$ cat config.mk
export PLATFORM = sky130hd
export DESIGN_NAME = pipe_shifter
export DESIGN_NICKNAME = d
export VERILOG_FILES = /design/src/rtl/shift_pkg.sv /design/src/rtl/shift_stage.sv /design/src/rtl/pipe_shifter.sv
export SDC_FILE = /design/constraint.sdc
export NUM_CORES = 1
export LEC_CHECK = 0
export CORE_MARGIN = 3
export CORE_UTILIZATION = 28
export CTS_CLUSTER_SIZE = 16
export DETAILED_ROUTE_END_ITERATION = 16
export GPL_TIMING_DRIVEN = 0
export PLACE_DENSITY = 0.47
export SLEW_MARGIN = 10
export SYNTH_ARGS = -nofsm -noshare
export SYNTH_HDL_FRONTEND = slang
export SYNTH_HIERARCHICAL = 1
export SYNTH_SLANG_ARGS = --single-unit
$ cat constraint.sdc
create_clock -name clk -period 3 [get_ports clk]
set_input_delay 0.3 -clock clk [delete_from_list [all_inputs] [get_ports clk]]
set_output_delay 0.3 -clock clk [all_outputs]
set_load 0.01 [all_outputs]
$ cat src/rtl/shift_pkg.sv
// Shared op codes and elaboration-time helpers for the pipelined barrel shifter.
// Also computes how the mux levels are spread over the pipeline stages.
package shift_pkg;

    localparam logic [2:0] OP_LSL  = 3'b000;
    localparam logic [2:0] OP_LSR  = 3'b001;
    localparam logic [2:0] OP_ASR  = 3'b010;
    localparam logic [2:0] OP_ROR  = 3'b011;
    localparam logic [2:0] OP_ROL  = 3'b100;
    localparam logic [2:0] OP_PASS = 3'b101;

    function automatic int clog2(input int value);
        for (int r = 0; r < 31; r++) begin
            if ((1 << r) >= value) return r;
        end
        return 31;
    endfunction

    // Levels owned by stage s; any remainder goes to the earliest stages.
    function automatic int levels_in_stage(input int total, input int stages, input int s);
        return (total / stages) + ((s < (total % stages)) ? 1 : 0);
    endfunction

    function automatic int first_level(input int total, input int stages, input int s);
        return (s * (total / stages)) + ((s < (total % stages)) ? s : (total % stages));
    endfunction

endpackage

$ cat src/rtl/shift_stage.sv
// One register boundary of the shifter: a few binary mux levels, the carry they
// produce, and the valid/op/amount sideband, all held while the pipe is stalled.
module shift_stage
    import shift_pkg::*;
#(
    parameter int WIDTH     = 32,
    parameter int AW        = clog2(WIDTH),
    parameter int FIRST_LVL = 0,
    parameter int NUM_LVL   = 1
) (
    input  logic             clk,
    input  logic             rst_n,
    input  logic             i_en,
    input  logic             i_valid,
    input  logic             i_err,
    input  logic             i_carry,
    input  logic [2:0]       i_op,
    input  logic [AW-1:0]    i_amt,
    input  logic [WIDTH-1:0] i_data,
    output logic             o_valid,
    output logic             o_err,
    output logic             o_carry,
    output logic [2:0]       o_op,
    output logic [AW-1:0]    o_amt,
    output logic [WIDTH-1:0] o_data
);

    logic [WIDTH-1:0] w_data;
    logic [WIDTH-1:0] w_out_bit;
    logic [AW-1:0]    w_amt_sh;
    logic             w_carry;
    int               w_sh;

    // NOTE: blocking assignments here chain each level's output into the next
    // level within the same evaluation; every variable gets a default first so
    // no latch is inferred.
    always_comb begin
        w_data    = i_data;
        w_carry   = i_carry;
        w_out_bit = '0;
        w_amt_sh  = '0;
        w_sh      = 0;
        if (!i_err && (i_op != OP_PASS)) begin
            for (int k = 0; k < NUM_LVL; k++) begin
                w_sh     = 1 << (FIRST_LVL + k);
                w_amt_sh = i_amt >> (FIRST_LVL + k);
                if (w_amt_sh[0]) begin
                    // The last level that actually moves bits decides the carry.
                    if ((i_op == OP_LSL) || (i_op == OP_ROL))
                        w_out_bit = w_data >> (WIDTH - w_sh);
                    else
                        w_out_bit = w_data >> (w_sh - 1);
                    w_carry = w_out_bit[0];
                    case (i_op)
                        OP_LSL:  w_data = w_data << w_sh;
                        OP_LSR:  w_data = w_data >> w_sh;
                        OP_ASR:  w_data = $unsigned($signed(w_data) >>> w_sh);
                        OP_ROR:  w_data = (w_data >> w_sh) | (w_data << (WIDTH - w_sh));
                        OP_ROL:  w_data = (w_data << w_sh) | (w_data >> (WIDTH - w_sh));
                        default: w_data = w_data;
                    endcase
                end
            end
        end
    end

    logic             r_valid;
    logic             r_err;
    logic             r_carry;
    logic [2:0]       r_op;
    logic [AW-1:0]    r_amt;
    logic [WIDTH-1:0] r_data;

    // NOTE: non-blocking assignments for all state; the data registers are
    // reset too because the reset value of out_data is part of the interface.
    always_ff @(posedge clk or negedge rst_n) begin
        if (!rst_n) begin
            r_valid <= 1'b0;
            r_err   <= 1'b0;
            r_carry <= 1'b0;
            r_op    <= '0;
            r_amt   <= '0;
            r_data  <= '0;
        end else if (i_en) begin
            r_valid <= i_valid;
            r_err   <= i_err;
            r_carry <= w_carry;
            r_op    <= i_op;
            r_amt   <= i_amt;
            r_data  <= w_data;
        end
    end

    assign o_valid = r_valid;
    assign o_err   = r_err;
    assign o_carry = r_carry;
    assign o_op    = r_op;
    assign o_amt   = r_amt;
    assign o_data  = r_data;

endmodule

$ cat src/rtl/pipe_shifter.sv
// Pipelined barrel shifter with valid/ready handshake and a global stall.
// Mux levels are split across STAGES shift_stage instances.
module pipe_shifter
    import shift_pkg::*;
#(
    parameter int WIDTH  = 32,
    parameter int STAGES = 2
) (
    input  logic                    clk,
    input  logic                    rst_n,
    input  logic                    in_valid,
    output logic                    in_ready,
    input  logic [WIDTH-1:0]        in_data,
    input  logic [clog2(WIDTH)-1:0] in_amt,
    input  logic [2:0]              in_op,
    output logic                    out_valid,
    input  logic                    out_ready,
    output logic [WIDTH-1:0]        out_data,
    output logic                    out_carry,
    output logic                    out_zero,
    output logic                    out_err
);

    localparam int AW = clog2(WIDTH);

    logic             w_en;
    logic             w_valid [STAGES+1];
    logic             w_err   [STAGES+1];
    logic             w_carry [STAGES+1];
    logic [2:0]       w_op    [STAGES+1];
    logic [AW-1:0]    w_amt   [STAGES+1];
    logic [WIDTH-1:0] w_data  [STAGES+1];

    // A full output that is not being taken freezes every stage at once,
    // so bubbles keep their place.
    assign in_ready = !(out_valid && !out_ready);
    assign w_en     = in_ready;

    // Illegal op codes enter the pipe as a zero operand flagged as an error.
    assign w_valid[0] = in_valid;
    assign w_err[0]   = (in_op > OP_PASS);
    assign w_carry[0] = 1'b0;
    assign w_op[0]    = in_op;
    assign w_amt[0]   = in_amt;
    assign w_data[0]  = (in_op > OP_PASS) ? '0 : in_data;

    for (genvar s = 0; s < STAGES; s++) begin : g_stage
        shift_stage #(
            .WIDTH     (WIDTH),
            .AW        (AW),
            .FIRST_LVL (first_level(AW, STAGES, s)),
            .NUM_LVL   (levels_in_stage(AW, STAGES, s))
        ) u_stage (
            .clk     (clk),
            .rst_n   (rst_n),
            .i_en    (w_en),
            .i_valid (w_valid[s]),
            .i_err   (w_err[s]),
            .i_carry (w_carry[s]),
            .i_op    (w_op[s]),
            .i_amt   (w_amt[s]),
            .i_data  (w_data[s]),
            .o_valid (w_valid[s+1]),
            .o_err   (w_err[s+1]),
            .o_carry (w_carry[s+1]),
            .o_op    (w_op[s+1]),
            .o_amt   (w_amt[s+1]),
            .o_data  (w_data[s+1])
        );
    end

    assign out_valid = w_valid[STAGES];
    assign out_data  = w_data[STAGES];
    assign out_carry = w_carry[STAGES];
    assign out_err   = w_err[STAGES];
    assign out_zero  = w_valid[STAGES] && (w_data[STAGES] == '0);

endmodule
==> flow_metrics.py <==
metrics = {
    "setup_path": {
        "cp_data_required_time_ns": 3.28,
        "path_cells": "clkdlybuf4s50_1 -> buf_2 -> clkdlybuf4s15_1 -> clkbuf_1 -> o311ai_1 -> o221ai_1 -> nand2_1",
        "cp.arrival_ns": 3.31,
        "slowest_stage": "o311ai_1",
        "reg2reg_from": "g_stage[1].u_stage/o_valid",
        "crit_fanout": 10,
        "critPathLaunchType": "primary input",
        "cp_num_buf_inv": 4,
        "slowest_delay_ns": 0.86,
        "r2r_cells": 7,
        "r2r-end": "g_stage[0].u_stage/o_data[1]",
        "worstSetupPathType": "primary input to flip-flop",
        "critical_path.top_delay_family": "buffers and inverters",
        "reg2reg_slack_ns": 0.13,
        "end_kind": "flip-flop",
    },
    "global_routing": {
        "grt_max_degree": 58,
        "antenna_found_initial": 0,
        "grt-ovfl-total": 0,
        "grt_pass1_wl_um": 77500,
        "grt_pass1_vias": 10500,
        "grt_usage_pct": 32.3,
    },
    "drt": {
        "drtIter0Drc": 1727,
        "m1WireLength_um": 22400,
        "drc": 0,
        "first_pass_iters": 6,
        "finalWirelength_um": 54400,
        "vias_per_cell": 6.73,
        "dr_wl_met3_um": 6880,
        "num_vias": 11000,
        "met2WireLength_um": 22600,
        "wl_per_cell_um": 33.3,
        "highest_layer": "met4",
        "ant_nets": 0,
    },
    "layout": {
        "fill_cells": 3217,
        "layout_common_cells": "nand2_1, a21oi_1, o21ai_0",
        "layout-drive-gt1-share_pct": 13.3,
        "area.growth.synth_to_final_pct": 20.0,
        "final_common_cell": "nand2_1",
        "antenna_cells": 0,
        "layout.nets": 1288,
    },
    "floorplanning": {
        "ioPinCount": 81,
        "start_util_pct": 28.9,
        "die_area_um2": 32300,
        "core_um2": 29200,
        "die_w_um": 180,
        "dieHeight_um": 180,
        "placementRows": 62,
    },
    "sta": {
        "rsz0062_at_grt": "false",
        "slew_viol_final": 0,
        "hold_ws_ns": 0.392,
        "max_freq_ghz": 0.330,
        "period_minus_slack_ns": 3.03,
        "finClkSkew_ns": 0.0134,
        "worst_slew_pin_slew_ns": 1.08,
        "max-slew-margin-rel_pct": 28.2,
        "hold_viol_final": 0,
        "post-route-period-util_pct": 101,
        "setup_ws_ns": -0.0287,
        "finalSetupViolations": 1,
    },
    "clocking": {
        "clk_latency_ns": 0.35,
        "htreeDepth": 3,
        "clk_pin_slew_worst_paths_ns": 0.07,
        "cts_made_buffers": 9,
        "cts_post_setup_buffers_inserted": 0,
        "cts_root_buf": "clkbuf_16",
        "clock-sinks": 75,
        "tritoncts": "yes",
        "cts_buffer_depth": 2,
    },
    "placed_design": {
        "gp_congestion": 0.999,
        "dp_hpwl_um": 40600,
        "port_buffers": 78,
    },
    "outcome": {
        "violations": "negative setup slack",
        "status": "finished with violations",
    },
    "worst_hold_path": {
        "hp-class": "primary input to asynchronous set/reset pin",
    },
    "pwr": {
        "finalPower_mw": 6.22,
        "vdd_drop_max_v": 0.000274,
        "powerDensity_nw_per_um2": 614,
        "p_leak_nw": 3.68,
    },
    "synthesis": {
        "yosysWarningCount": 6,
        "avgSynthCellArea_um2": 7.30,
        "syn-instance-count": 1155,
        "netlist_area_um2": 8440,
    },
    "flow_run": {
        "maxCapViolations": 0,
    },
}
sequential cells by signal, indices dropped and copies added (netlist names):
signal and cells:
g_stage.u_stage/o_carry 2, g_stage.u_stage/o_amt 2, g_stage.u_stage/o_data 64, g_stage.u_stage/o_err 2
g_stage.u_stage/o_valid 2, g_stage.u_stage/o_op 3
power by group:
group,switching [mW],total (mW),internal (mW)
sequential,0.578,1.91,1.33
clock,0.526,1.10,0.575
combinational,1.90,3.21,1.31
total,3.00,6.22,3.22
area by class of cell:
class,instances,area [um2],share of cell area (%)
plain buffers,124,688,6.80
multi-input cells,945,5950,58.7
inverters,9,33.8,0.334
repair buffers,80,816,8.06
clock inverters,7,60.1,0.593
well taps,384,480,4.74
flip-flops and latches,75,1880,18.5
clock buffers,9,225,2.22
stage by stage:
step                      instance area (um2)  setup TNS (ns)  setup slack, ns  util, %  instances
final                                   10100         -0.0287          -0.0287     34.7       1633
after global routing                    10100               0          0.00290     34.7       1633
after CTS                               10100               0         0.000628     34.5       1633
after detailed placement                 9730          -15.41           -0.854     33.3       1619
after global placement                   9700         -106.29            -1.22     33.3       1618
after floorplan                          8440               0            0.805        -       1156
per-layer routing:
metal	track usage [%]	up-vias
met1	44.8	5354
met3	9.09	175
li1	-	4573
met2	47.3	887
met5	0.444	-
met4	12.7	0
what timing repair did:
| item | in CTS | in global routing |
|---|---|---|
| hold buffers | 1 | 0 |
| pin swaps | 1 | 1 |
| gates resized for setup | 30 | 18 |
| endpoints found under the hold margin | 18 | 0 |
| endpoints found under the setup margin | 25 | 27 |
worst max path at each step:
stage | startpoint | to | slack [ns] | cells past startpoint
finish | in_amt[1] | g_stage[0].u_stage/o_data[5] | -0.03 | 7
detailed placement | in_op[2] | g_stage[0].u_stage/o_data[12] | -0.85 | 10
floorplan | in_op[2] | g_stage[0].u_stage/o_data[30] | 0.81 | 10
CTS | in_op[2] | g_stage[0].u_stage/o_data[16] | 0.0006 | 10
global placement | rst_n | g_stage[1].u_stage/o_data[12] | -1.22 | 1
global route | in_op[2] | g_stage[0].u_stage/o_data[3] | 0.003 | 9
No activity file was read; power rests on OpenSTA's default activity.
